$ cat src/rtl/fifo_burst_reader.sv
// Burst read controller: pops `len` words from a show-ahead fifo into a 2-entry skid buffer
// that feeds a valid/ready stream. Optional FIFO_RD_PARITY_EN adds a stored out_par bit.
module fifo_burst_reader #(
  parameter int WIDTH = 8,
  parameter int LENW  = 8
) (
  input  logic             clk,
  input  logic             rst,
  input  logic             start,
  input  logic [LENW-1:0]  len,
  output logic             busy,
  output logic             done,
  input  logic             fifo_empty,
  input  logic [WIDTH-1:0] fifo_data,
  output logic             fifo_pop,
  output logic             out_valid,
  input  logic             out_ready,
  output logic [WIDTH-1:0] out_data,
  output logic             out_last
`ifdef FIFO_RD_PARITY_EN
  ,
  output logic             out_par
`endif
);

  typedef enum logic [1:0] {
    ST_IDLE  = 2'd0,
    ST_DRAIN = 2'd1,
    ST_DONE  = 2'd2
  } state_e;

  state_e                    state_q, state_d;
  logic [LENW-1:0]           rem_q, rem_d;
  logic [1:0]                occ_q, occ_d, occ_after;
  logic [1:0][WIDTH-1:0]     buf_data_q, buf_data_d;
  logic [1:0]                buf_last_q, buf_last_d;
`ifdef FIFO_RD_PARITY_EN
  logic [1:0]                buf_par_q, buf_par_d;
`endif

  logic push;
  logic retire;
  logic push_last;

  // Entry 0 is always the head; occupancy never exceeds 2, so bit 1 set means full.
  assign out_valid = (occ_q != 2'd0);
  assign retire    = out_valid && out_ready;
  assign push      = (state_q == ST_DRAIN) && !fifo_empty && (rem_q != '0) && !occ_q[1];
  assign push_last = (rem_q == LENW'(1));
  assign fifo_pop  = push;

  assign out_data  = buf_data_q[0];
  assign out_last  = buf_last_q[0];
`ifdef FIFO_RD_PARITY_EN
  assign out_par   = buf_par_q[0];
`endif

  assign busy = (state_q != ST_IDLE);
  assign done = (state_q == ST_DONE);

  always_comb begin
    state_d = state_q;
    rem_d   = rem_q;
    case (state_q)
      ST_IDLE: begin
        if (start) begin
          if (len != '0) begin
            state_d = ST_DRAIN;
            rem_d   = len;
          end else begin
            state_d = ST_DONE;
          end
        end
      end
      ST_DRAIN: begin
        if (push) begin
          rem_d = rem_q - LENW'(1);
        end
        if (retire && out_last) begin
          state_d = ST_DONE;
        end
      end
      ST_DONE: begin
        state_d = ST_IDLE;
      end
      default: begin
        state_d = ST_IDLE;
      end
    endcase
  end

  // Retire shifts entry 1 forward first; a push then lands in the first free slot.
  always_comb begin
    occ_after  = occ_q - {1'b0, retire};
    buf_data_d = buf_data_q;
    buf_last_d = buf_last_q;
`ifdef FIFO_RD_PARITY_EN
    buf_par_d  = buf_par_q;
`endif
    if (retire) begin
      buf_data_d[0] = buf_data_q[1];
      buf_last_d[0] = buf_last_q[1];
`ifdef FIFO_RD_PARITY_EN
      buf_par_d[0]  = buf_par_q[1];
`endif
    end
    if (push) begin
      if (occ_after == 2'd0) begin
        buf_data_d[0] = fifo_data;
        buf_last_d[0] = push_last;
`ifdef FIFO_RD_PARITY_EN
        buf_par_d[0]  = ^fifo_data;
`endif
      end else begin
        buf_data_d[1] = fifo_data;
        buf_last_d[1] = push_last;
`ifdef FIFO_RD_PARITY_EN
        buf_par_d[1]  = ^fifo_data;
`endif
      end
    end
    occ_d = occ_after + {1'b0, push};
  end

  always_ff @(posedge clk or negedge rst) begin
    if (!rst) begin
      state_q    <= ST_IDLE;
      rem_q      <= '0;
      occ_q      <= 2'd0;
      buf_data_q <= '0;
      buf_last_q <= '0;
`ifdef FIFO_RD_PARITY_EN
      buf_par_q  <= '0;
`endif
    end else begin
      state_q    <= state_d;
      rem_q      <= rem_d;
      occ_q      <= occ_d;
      buf_data_q <= buf_data_d;
      buf_last_q <= buf_last_d;
`ifdef FIFO_RD_PARITY_EN
      buf_par_q  <= buf_par_d;
`endif
    end
  end

endmodule
$ cat config.mk
export PLATFORM = sky130hd
export DESIGN_NAME = fifo_burst_reader
export DESIGN_NICKNAME = d
export VERILOG_FILES = /design/src/rtl/fifo_burst_reader.sv
export SDC_FILE = /design/constraint.sdc
export NUM_CORES = 1
export LEC_CHECK = 0
export BUFFER_PORTS_ARGS = -buffer_cell sky130_fd_sc_hd__clkbuf_2
export CAP_MARGIN = 15
export CORE_ASPECT_RATIO = 1.75
export CORE_UTILIZATION = 58
export CTS_BUF_LIST = sky130_fd_sc_hd__clkbuf_16
export CTS_CLUSTER_DIAMETER = 120
export CTS_CLUSTER_SIZE = 30
export DETAILED_ROUTE_END_ITERATION = 16
export HOLD_SLACK_MARGIN = 0.02
export PLACE_DENSITY = 0.8
export SYNTH_ARGS = -nofsm -noshare
export SYNTH_HDL_FRONTEND = slang
export SYNTH_SLANG_ARGS = --single-unit
$ cat constraint.sdc
create_clock -name clk -period 5.9 [get_ports clk]
set_input_delay 0.59 -clock clk [delete_from_list [all_inputs] [get_ports clk]]
set_output_delay 0.59 -clock clk [all_outputs]
set_load 0.01 [all_outputs]
Yosys cells after proc, flatten, opt, wreduce, memory -nomap -nowiden. Cells that the tools add are included.

Input port bits: 21. Register bits after elaboration: 30. Word-level logic and storage cells: 49.

Equal/unequal tests: 7. Add/sub/neg operators: 3. Multiplexer cells: 14. Reductions and logical operators: 17. Bitwise gates (word level): 1.

Operators by type and width (number): $mux 8 (6); $pmux 8 s2 (1); $reduce_bool 8->1 (2); $eq 8x1->1 const B (1); $sub 8x1->8 const B (1); $mux 2 (3); $ne 2x2->1 const B (3); $reduce_bool 2->1 (3); $logic_and 1x1->1 (5); $logic_not 2->1 (2); $pmux 2 s2 (1); $reduce_and 2->1 (2); $reduce_and 4->1 (1); $mux 1 (3); $add 2x1->2 (1); $eq 2x1->1 const B (1); $eq 2x2->1 const B (1); $logic_not 1->1 (2); $ne 2x1->1 const B (1); $sub 2x1->2 (1); $not 1->1 (1).

Depth between registers and ports, before layout. Gate-level depths: netlist of run 1.

Depth after elaboration: 6. Gate-level depth with buffers: 11. Mapped depth without buffers: 8.

Worst setup path before layout of run 1. OpenSTA, ideal clock, no wires.

Kind: register to register. From: register occ_q[1]. To: register buf_data_q, in the netlist out_data[6]. Stages on the path, launching flop included: 12. Setup slack: 3.426 ns. Arrival time: 2.348 ns. Clock period less this slack: 2.474 ns. Cells stage by stage: dfrtp_1 or2_2 nand2_1 inv_1 clkbuf_1 ha_1 xor2_1 a2111o_1 buf_6 buf_6 nor2_1 a31oi_1.

RTL lines: from (decl) (line 34) `logic [1:0] occ_q, occ_d, occ_after;`; from (signal assigned) (line 129) `occ_q <= 2'd0;`; from (signal assigned) (line 138) `occ_q <= occ_d;`; to (signal assigned) (line 139) `buf_data_q <= buf_data_d;`; to (decl) (line 35) `logic [1:0][WIDTH-1:0] buf_data_q, buf_data_d;`.

Worst setup path in the final report of run 1.
From: register rem_q[0]. To: output port fifo_pop.

Word-level cells in the longest chain between the ends: 3.

RTL lines: from (decl) (line 33) `logic [LENW-1:0] rem_q, rem_d;`; from (signal assigned) (line 137) `rem_q <= rem_d;`; $reduce_bool 8->1 (line 48) `assign push = (state_q == ST_DRAIN) && !fifo_empty && (rem_q != '0) && !occ_q[1];`; $logic_and 1x1->1 (2 in series) (line 48); to (decl) (line 15) `output logic fifo_pop,`.

No other way between the ends.

==> results of run 1 <==
[stage by stage]
step | power (mW) | hold WS [ps] | cell area (µm²)
after global placement | 0.8161 | 489.3 | 1735
after detailed placement | 0.8409 | 496.9 | 1735
after CTS | 1.070 | 394.7 | 1864
after floorplan | 0.7645 | 294.4 | 1649
final | 1.065 | 364.3 | 1864
after global routing | 1.140 | 430.4 | 1864
[layout make-up]
class,instances,area [µm²],area share
Multi-Input combinational cell,110,755.7,0.4054
Sequential cell,30,750.7,0.4027
Timing Repair Buffer,33,165.2,0.08859
Clock buffer,5,125.1,0.06711
Tap cell,27,33.78,0.01812
Inverter,8,30.03,0.01611
Clock inverter,1,3.754,0.002013
[synth_stat cells, types with 2 or more instances]
library cell / number / area share
a21oi_1: 2 / 0.0061
xnor2_1: 2 / 0.011
mux2_2: 8 / 0.055
o2bb2ai_1: 4 / 0.021
buf_4: 8 / 0.036
a22oi_1: 4 / 0.018
nor3b_1: 2 / 0.0091
a31oi_1: 8 / 0.030
o21ai_0: 4 / 0.012
nor3_1: 3 / 0.0091
nand2_1: 19 / 0.043
clkbuf_1: 2 / 0.0046
nor2_1: 15 / 0.034
inv_1: 8 / 0.018
nor2b_1: 2 / 0.0076
nor4_1: 2 / 0.0076
o22ai_1: 3 / 0.011
buf_6: 4 / 0.027
o211ai_1: 2 / 0.0091
mux2i_1: 4 / 0.024
ha_1: 4 / 0.030
dfrtp_1: 30 / 0.46
nand3_1: 2 / 0.0061
[flip-flops by register name, summed over array words and instances (netlist names)]
register	flops
buf_data_q	8
out_data	8
rem_q	8
buf_last_q	2
occ_q	2
state_q	2
[routing by layer]
metal,wire [µm],part of all wire
met3,127,0.039
met4,91,0.028
met5,0,0
met2,1784,0.55
met1,1241,0.38
[logic make-up after synthesis]
group / Yosys count / share of synthesized area
muxes: 12 / 0.07891
adders and majority gates: 4 / 0.03035
xor gates and xnor gates: 3 / 0.01594
AOI/OAI and AO/OA: 36 / 0.1646
and+or+nand+nor: 55 / 0.1684
buffers and inverters: 22 / 0.08650
DFF: 30 / 0.4552
[path summary, 6_finish.rpt]
kind	from	end	slack (ps)	cells after the start
worst max register to register	occ_q[1]$_DFF_PN0_	out_data[0]$_DFF_PN0_	3190	8
worst min register to register	buf_data_q[10]$_DFFE_PN0P_	buf_data_q[10]$_DFFE_PN0P_	510	1
worst max-delay path	rem_q[0]$_DFFE_PN0P_	fifo_pop	3080	5
worst min-delay path	rst	buf_data_q[15]$_DFFE_PN0P_	360	1
min in group clk	buf_data_q[10]$_DFFE_PN0P_	buf_data_q[10]$_DFFE_PN0P_	510	1
max in group asynchronous	rst	occ_q[0]$_DFF_PN0_	5070	1
[power breakdown]
| part | switching (mW) | internal, mW | total [mW] |
|---|---|---|---|
| logic | 0.246 | 0.210 | 0.456 |
| clock network | 0.0776 | 0.149 | 0.226 |
| registers | 0.0768 | 0.306 | 0.383 |
| total | 0.400 | 0.665 | 1.06 |
[worst max-delay path, cell delays in order (launching register included)]
cell      delay [ps]
dfrtp_1          420
inv_1            120
ha_1             210
nor3b_1          700
a21oi_2          300
clkbuf_2         210
==> impl_metrics.env, run 1 <==
export IMPL_result_of_the_run="complete, no violations"
export IMPL_grt_util_met3=0.05224
export IMPL_drt_vias_per_instance=6.056
export IMPL_grt_max_degree=31
export IMPL_width_of_the_die_um=42.31
export IMPL_clk_insertion_delay_late_ps=270
export IMPL_max_vdd_ir_drop_v=0.0003245
export IMPL_period_minus_slack_ps=2816
export IMPL_post_cts_setup_buffer_count=0
export IMPL_vias=1296
export IMPL_fmax_mhz=355.1
export IMPL_synth_edff_count=0
export IMPL_gr_usage_met1=0.2661
export IMPL_setup_tns_final_ps=0
export IMPL_max_cap_violations=0
export IMPL_final_min_period_over_clock_period=0.4773
export IMPL_growth_of_design_area_from_synthesis_to_finish_pct=13.05
export IMPL_grt_overflow_total=0
export IMPL_wirelength_um=3245
export IMPL_ant_nets=0
export IMPL_via_count_of_the_first_global_routing_pass=1251
export IMPL_global_route_wire_length_before_repair_um=5547
export IMPL_finalNonFillerCells=214
export IMPL_fin_nets=213
export IMPL_worst_pin_slew_ps=828.1
export IMPL_synth_area_per_cell_um2=10.18
export IMPL_cts_sinks=30
export IMPL_worstPathArrival_ps=2230
export IMPL_synth_fp_nets=187
export IMPL_critPathRequiredTime_ps=5310
export IMPL_floorplan_initialDensity=0.6130
export IMPL_top_flip_flop_cell_by_instance_count_after_synthesis="dfrtp_1"
export IMPL_core_region_area_mm2=0.002690
export IMPL_post_route_cells_drive_above_1_share=0.2941
export IMPL_hold_viol_final=0
export IMPL_postLayoutSetupSlackWorst_ps=3084
export IMPL_detail_route_drc_violations=0
export IMPL_buffer_ports_inserted=33
export IMPL_std_cell_rows=25
export IMPL_criticalPathCategory="reg2out"
export IMPL_ys_warnings_count=0
export IMPL_tritoncts="built"
export IMPL_cts_made_buffers=5
export IMPL_finish_utilization=0.6930
export IMPL_postSynthCellCount=162
export IMPL_cts_resized=0
export IMPL_cts_htree_levels=2
export IMPL_gr_max_usage_layer="met2"
export IMPL_crit_path_start_kind="register"
export IMPL_use_met2=0.4274
export IMPL_layout_common_cells="clkbuf_2, dfrtp_1, nand2_1"
export IMPL_critical_path_endpoint_type="output port"
export IMPL_nFillCells=229
export IMPL_fin_skew_ps=4.978
export IMPL_drt_pass1_iterations=4
export IMPL_routed_wire_length_per_instance_um=15.16
export IMPL_synth_async_sr_flop_share=1.000
export IMPL_setup_viol_count_final=0
export IMPL_layout_cells_most_common="clkbuf_2"
export IMPL_clock_transition_at_path_regs_ps=50
export IMPL_rsz_0062_raised_after_global_routing="no"
export IMPL_cp_max_fo=13
export IMPL_leakage_power_nw=0.8667
export IMPL_die_height_um=72.54
export IMPL_synth_seq_cells=30
export IMPL_grt_total_usage=0.2439
export IMPL_synth_sequential_area_ratio=0.4552
export IMPL_die_area_mm2=0.003069
export IMPL_cts_root_buffer_cell="clkbuf_16"
export IMPL_netlist_area_mm2=0.001649
export IMPL_dpl_worst_slack_ps=3150
export IMPL_dr_first_iter_drc_count=29
export IMPL_placed_cells=208
export IMPL_synthDistinctLibCells=43
export IMPL_top_level_ports=34
export IMPL_cts_path_max_buffers=2
export IMPL_slew_headroom=0.4467
export IMPL_post_cts_hold_buffer_count=0
export IMPL_place_detailed_hpwl_um=2433
export IMPL_power_density_mw_per_mm2=571.2
export IMPL_diodes=0
export IMPL_maxSlewViolCount=0
export IMPL_grt_antenna_before_repair=0
export IMPL_place_congestion=0.8170
export IMPL_hold_path_class="in2async"
Note: power is estimated with default switching activity, not from simulation.
==> run 2, diff against run 1 <==
ABC_AREA = 1   (was unset)
CORE_UTILIZATION = 49   (was 58)
PLACE_DENSITY = 0.71   (was 0.8)
clock period = 2.3 ns   (was 5.9 ns; I/O delays follow)
==> run 2 against run 1 <==
Count of clock-buffer cells in the layout did not move. Cell count grew 43%. Synthesized cell count rose by 43%. Global-route usage is 3.2 points lower. Core utilization decreased by 9.4 points. First-iteration DRC count increased by 14%. Non-clock buffer count grew 1. Wire length increased by 6.9%. Critical path type is now reg2reg.
==> impl_metrics.env, run 2 <==
export IMPL_via_count_of_the_first_global_routing_pass=1409
export IMPL_worstPathArrival_ps=2150
export IMPL_finalNonFillerCells=307
export IMPL_grt_overflow_total=0
export IMPL_final_min_period_over_clock_period=0.8475
export IMPL_power_density_mw_per_mm2=1379
export IMPL_std_cell_rows=28
export IMPL_post_cts_setup_buffer_count=0
export IMPL_synth_area_per_cell_um2=7.713
export IMPL_critPathRequiredTime_ps=2500
export IMPL_result_of_the_run="complete, no violations"
export IMPL_hold_path_class="in2async"
export IMPL_ant_nets=0
export IMPL_fin_nets=286
export IMPL_rsz_0062_raised_after_global_routing="no"
export IMPL_synth_async_sr_flop_share=1.000
export IMPL_cts_made_buffers=5
export IMPL_slew_headroom=0.5003
export IMPL_vias=1467
export IMPL_crit_family="simple AND/OR/NAND/NOR gates"
export IMPL_nFillCells=360
export IMPL_post_cts_hold_buffer_count=0
export IMPL_dr_first_iter_drc_count=33
export IMPL_setup_tns_final_ps=0
export IMPL_fin_skew_ps=2.496
export IMPL_global_route_wire_length_before_repair_um=5727
export IMPL_netlist_top_cell_by_area="dfrtp_1"
export IMPL_place_detailed_hpwl_um=2526
export IMPL_grt_max_degree=31
export IMPL_hold_viol_final=0
export IMPL_detail_route_drc_violations=0
export IMPL_synth_seq_cells=30
export IMPL_die_area_mm2=0.003891
export IMPL_cts_htree_levels=2
export IMPL_maxSlewViolCount=0
export IMPL_placed_cells=299
export IMPL_grt_antenna_before_repair=0
export IMPL_post_route_cells_drive_above_1_share=0.2595
export IMPL_max_vdd_ir_drop_v=0.0008914
export IMPL_top_level_ports=34
export IMPL_crit_start="occ_q[1]$_DFF_PN0_"
export IMPL_tritoncts="built"
export IMPL_wirelength_um=3470
export IMPL_routed_wire_length_per_instance_um=11.30
export IMPL_cp_max_fo=18
export IMPL_worst_pin_slew_ps=749.6
export IMPL_synth_top_cells_by_count="nand2_1, dfrtp_1, inv_1"
export IMPL_synth_sequential_area_ratio=0.4213
export IMPL_design_power_total_mw=2.835
export IMPL_synth_most_common_cell="nand2_1"
export IMPL_ys_warnings_count=0
export IMPL_layout_cells_most_common="nand2_1"
export IMPL_synth_largest_type_area_fraction=0.4213
export IMPL_drt_vias_per_instance=4.779
export IMPL_netlist_area_mm2=0.001782
export IMPL_top_flip_flop_cell_by_instance_count_after_synthesis="dfrtp_1"
export IMPL_cts_sinks=30
export IMPL_crit_path_top_delay_cell="dfrtp_1"
export IMPL_place_congestion=0.8139
export IMPL_cts_root_buffer_cell="clkbuf_16"
export IMPL_postSynthCellCount=231
export IMPL_layout_common_cells="nand2_1, clkbuf_2, dfrtp_1"
export IMPL_width_of_the_die_um=47.58
export IMPL_criticalPathCategory="reg2reg"
export IMPL_critical_path_endpoint_type="register"
export IMPL_synthDistinctLibCells=23
export IMPL_setup_viol_count_final=0
export IMPL_cts_path_max_buffers=2
export IMPL_drt_pass1_iterations=4
export IMPL_floorplan_initialDensity=0.5190
export IMPL_reg2reg_from="occ_q[1]$_DFF_PN0_"
export IMPL_buffer_ports_inserted=33
export IMPL_critical_path_max_stage_delay_ps=350
export IMPL_max_cap_violations=0
export IMPL_growth_of_design_area_from_synthesis_to_finish_pct=15.38
export IMPL_diodes=0
export IMPL_leakage_power_nw=1.142
export IMPL_die_height_um=81.77
export IMPL_clk_insertion_delay_late_ps=270
export IMPL_synth_fp_nets=256
export IMPL_core_region_area_mm2=0.003433
export IMPL_clock_transition_at_path_regs_ps=50
export IMPL_critical_path_n_buffers_inverters=3
export IMPL_crit_path_start_kind="register"
export IMPL_worst_path_cell_chain="inv_1 -> nand2_1 -> nand2_1 -> inv_1 -> ha_1 -> or2_1 -> nand3_1 -> inv_1 -> nand2_4 -> nand2_1 -> o21ai_2"
export IMPL_period_minus_slack_ps=1949
export IMPL_cts_resized=0
export IMPL_grt_total_usage=0.2115
export IMPL_synth_top_cells_by_area="dfrtp_1, nand2_1, o21ai_2"
export IMPL_fin_worst_hold_slack_ps=15.16
export IMPL_fmax_mhz=513.0
export IMPL_synth_edff_count=0
-- run 2: changes by cell type in the layout (fill, tap and decap cells not counted), moves of 3 or more --
cell | previous run | this run
o21ai_2 | 0 | 19
nand3_1 | 2 | 17
inv_1 | 8 | 27
nand2_1 | 19 | 83
a22oi_1 | 4 | 0
a31oi_1 | 8 | 0
o2bb2ai_1 | 4 | 0
nand2_4 | 0 | 3
mux2_2 | 8 | 0
mux2i_1 | 4 | 0
nor3_1 | 3 | 0
-- run 2: layout make-up --
| cell class | count | area (µm²) | share of cell area |
|---|---|---|---|
| clock buffers | 5 | 125.1 | 0.06086 |
| clock inverters | 3 | 11.26 | 0.005478 |
| inverters | 28 | 105.1 | 0.05113 |
| multi-input cells | 162 | 834.6 | 0.4060 |
| flip-flops and latches | 30 | 750.7 | 0.3652 |
| well taps | 45 | 56.30 | 0.02739 |
| repair buffers | 34 | 172.7 | 0.08399 |
-- run 2: cells by family (layout without fill, tap and decap cells) --
group / after synthesis / after routing / synth area share
buffers and inverters: 39 / 70 / 0.1102
adders and majority gates: 4 / 4 / 0.02809
AOI/OAI and AO/OA: 28 / 28 / 0.1194
xor gates and xnor gates: 1 / 1 / 0.004917
DFF: 30 / 30 / 0.4213
and+or+nand+nor: 129 / 129 / 0.3160
-- run 2: through the flow --
step | instance area, µm² | utilization | worst slack (ps)
CTS | 2056 | 0.5988 | 335.6
detailed placement | 1919 | 0.5590 | 359.6
global route | 2056 | 0.5988 | 204.6
floorplan | 1782 | - | 254.8
finish | 2056 | 0.5988 | 350.7
global placement | 1919 | 0.5590 | 414.7
-- run 2: worst register-to-register path: cells and delay by family (launching register included) --
kind,cells,cell delay [ps]
and+or+nand+nor,6,850
buffers and inverters,3,360
DFF,1,350
adders and majority gates,1,250
AOI/OAI and AO/OA,1,60
-- run 2: layer usage --
metal | track usage | vias up | routed length [µm]
met1 | 0.2149 | 656 | 1411
li1 | - | 778 | -
met4 | 0.1167 | 0 | 68
met3 | 0.05275 | 5 | 134
met5 | 0 | - | 0
met2 | 0.3712 | 28 | 1855
-- run 2: worst paths after layout --
kind | end | slack (ps) | cells after the start
max in group asynchronous | state_q[0]$_DFFE_PN0P_ | 1800 | 1
worst min-delay path | rem_q[3]$_DFFE_PN0P_ | 20 | 1
worst max-delay path | out_data[4]$_DFF_PN0_ | 350 | 11
min in group clk | out_data[0]$_DFF_PN0_ | 220 | 3
worst max register to register | out_data[4]$_DFF_PN0_ | 350 | 11
worst min register to register | buf_data_q[13]$_DFFE_PN0P_ | 480 | 2
-- run 2: where the power goes --
| group | internal (mW) | total [mW] | switching [mW] |
|---|---|---|---|
| registers | 0.767 | 0.914 | 0.148 |
| clock network | 0.388 | 0.596 | 0.208 |
| logic | 0.495 | 1.33 | 0.830 |
| total | 1.65 | 2.83 | 1.19 |
==> run 3, diff against run 2 <==
CORE_UTILIZATION = 55   (was 49)
PLACE_DENSITY = 0.75   (was 0.71)
clock period = 1.9 ns   (was 2.3 ns; I/O delays follow)
==> run 3 against run 2 <==
Flip-flop and latch count unchanged. Core utilization up 7.8 points. Clock skew is 1.5 ps higher. Clock power grew 24%. Worst hold slack better by 170 ps. Critical path type unchanged. Setup slack worse by 170 ps. Via count increased by 2.7%. Largest power group unchanged.
==> impl_metrics.env, run 3 (synthesis results as in run 2) <==
export IMPL_power_density_mw_per_mm2=1665
export IMPL_place_congestion=0.7939
export IMPL_post_cts_setup_buffer_count=0
export IMPL_width_of_the_die_um=45.03
export IMPL_grt_total_usage=0.2279
export IMPL_std_cell_rows=27
export IMPL_ant_nets=0
export IMPL_rsz_0062_raised_after_global_routing="no"
export IMPL_drt_pass1_iterations=4
export IMPL_grt_antenna_before_repair=0
export IMPL_postPlaceCellArea_mm2=0.001954
export IMPL_crit_path_start_kind="register"
export IMPL_max_vdd_ir_drop_v=0.0009738
export IMPL_grt_max_degree=31
export IMPL_critical_path_top_cell_by_count="inv_1"
export IMPL_cts_root_buffer_cell="clkbuf_16"
export IMPL_vias=1507
export IMPL_layout_common_cells="nand2_1, clkbuf_2, dfrtp_1"
export IMPL_cts_sinks=30
export IMPL_max_cap_violations=0
export IMPL_cts_path_max_buffers=2
export IMPL_growth_of_design_area_from_synthesis_to_finish_pct=17.98
export IMPL_worstPathArrival_ps=1920
export IMPL_result_of_the_run="complete, no violations"
export IMPL_cp_max_fo=18
export IMPL_hold_viol_final=0
export IMPL_diodes=0
export IMPL_period_minus_slack_ps=1720
export IMPL_global_route_wire_length_before_repair_um=5878
export IMPL_nFillCells=287
export IMPL_via_count_of_the_first_global_routing_pass=1413
export IMPL_fin_skew_ps=4.046
export IMPL_cts_htree_levels=2
export IMPL_fin_nets=290
export IMPL_die_area_mm2=0.003480
export IMPL_final_design_area_no_fill_mm2=0.002102
export IMPL_worst_pin_slew_ps=738.4
export IMPL_top_level_ports=34
export IMPL_tritoncts="built"
export IMPL_setup_tns_final_ps=0
export IMPL_die_height_um=77.29
export IMPL_leakage_power_nw=1.172
export IMPL_core_region_area_mm2=0.003108
export IMPL_critical_path_n_buffers_inverters=3
export IMPL_buffer_ports_inserted=33
export IMPL_critPathRequiredTime_ps=2100
export IMPL_crit_family="simple AND/OR/NAND/NOR gates"
export IMPL_clock_transition_at_path_regs_ps=50
export IMPL_critical_path_endpoint_type="register"
export IMPL_drt_vias_per_instance=4.877
export IMPL_clk_insertion_delay_late_ps=270
export IMPL_grt_overflow_total=0
export IMPL_design_power_total_mw=3.501
export IMPL_routed_wire_length_per_instance_um=11.14
export IMPL_worst_path_cell_chain="inv_1 -> nand2_2 -> nand2_4 -> inv_1 -> ha_1 -> or2_1 -> nand3_2 -> inv_1 -> nand2_4 -> nand2_1 -> o21ai_2"
export IMPL_wirelength_um=3442
export IMPL_setup_viol_count_final=0
export IMPL_detail_route_drc_violations=0
export IMPL_maxSlewViolCount=0
export IMPL_fmax_mhz=581.4
export IMPL_criticalPathCategory="reg2reg"
export IMPL_layout_cells_most_common="nand2_1"
export IMPL_critical_path_max_stage_delay_ps=350
export IMPL_post_route_cells_drive_above_1_share=0.2820
export IMPL_hold_path_class="in2reg"
export IMPL_floorplan_initialDensity=0.5733
export IMPL_slew_headroom=0.5077
export IMPL_place_detailed_hpwl_um=2517
export IMPL_cts_made_buffers=5
export IMPL_final_min_period_over_clock_period=0.9052
export IMPL_dr_first_iter_drc_count=29
export IMPL_crit_path_top_delay_cell="dfrtp_1"
-- run 3: layout make-up --
class	count	area, µm²	area share
clock buffer	5	125.1	0.05952
inverter	28	105.1	0.05000
sequential	30	750.7	0.3571
multi-input combinational	162	849.6	0.4042
timing repair buffer	38	205.2	0.09762
tap	43	53.80	0.02560
clock inverter	3	12.51	0.005952
-- run 3: worst reg2reg max path, stage by stage (launching register included) --
cell and delay (ps):
dfrtp_1 350, inv_1 110, nand2_2 80, nand2_4 70, inv_1 50, ha_1 180, or2_1 250, nand3_2 90
inv_1 70, nand2_4 210, nand2_1 110, o21ai_2 70
-- run 3: worst paths after layout --
path / from / to / slack [ps] / depth (start not counted)
setup / recovery: occ_q[1]$_DFF_PN0_ / out_data[5]$_DFF_PN0_ / 180 / 11
hold / removal: fifo_data[2] / out_data[2]$_DFF_PN0_ / 190 / 3
setup reg to reg: occ_q[1]$_DFF_PN0_ / out_data[5]$_DFF_PN0_ / 180 / 11
hold reg to reg: buf_data_q[10]$_DFFE_PN0P_ / buf_data_q[10]$_DFFE_PN0P_ / 480 / 2
max in group asynchronous: rst / occ_q[0]$_DFF_PN0_ / 920 / 2
min in group asynchronous: rst / buf_data_q[11]$_DFFE_PN0P_ / 510 / 2
-- run 3: power breakdown --
group          internal [mW]  switching, mW  leakage, nW
sequential             0.927          0.173        0.377
clock                  0.472          0.267       0.0724
combinational          0.641           1.02        0.722
-- run 3: layer usage --
layer / up-vias / global-route usage / routed length [µm]
li1: 782 / - / -
met1: 685 / 0.2401 / 1424
met2: 36 / 0.4101 / 1851
met3: 4 / 0.05647 / 116
met4: 0 / 0.08182 / 50
met5: - / 0 / 0
-- run 3: repair_timing --
item	in CTS	in global routing
hold buffers	1	0
resized for setup	0	0
hold endpoints to repair	30	0
-- run 3: stage by stage --
stage | util | hold slack, ps | setup slack (ps) | std cells
floorplan | - | -105.6 | 21.35 | 231
global placement | 0.6288 | 294.0 | 246.4 | 300
detailed placement | 0.6288 | 292.0 | 181.4 | 300
CTS | 0.6763 | 187.8 | 163.9 | 309
global route | 0.6763 | 195.1 | 41.79 | 309
finish | 0.6763 | 185.3 | 180.1 | 309
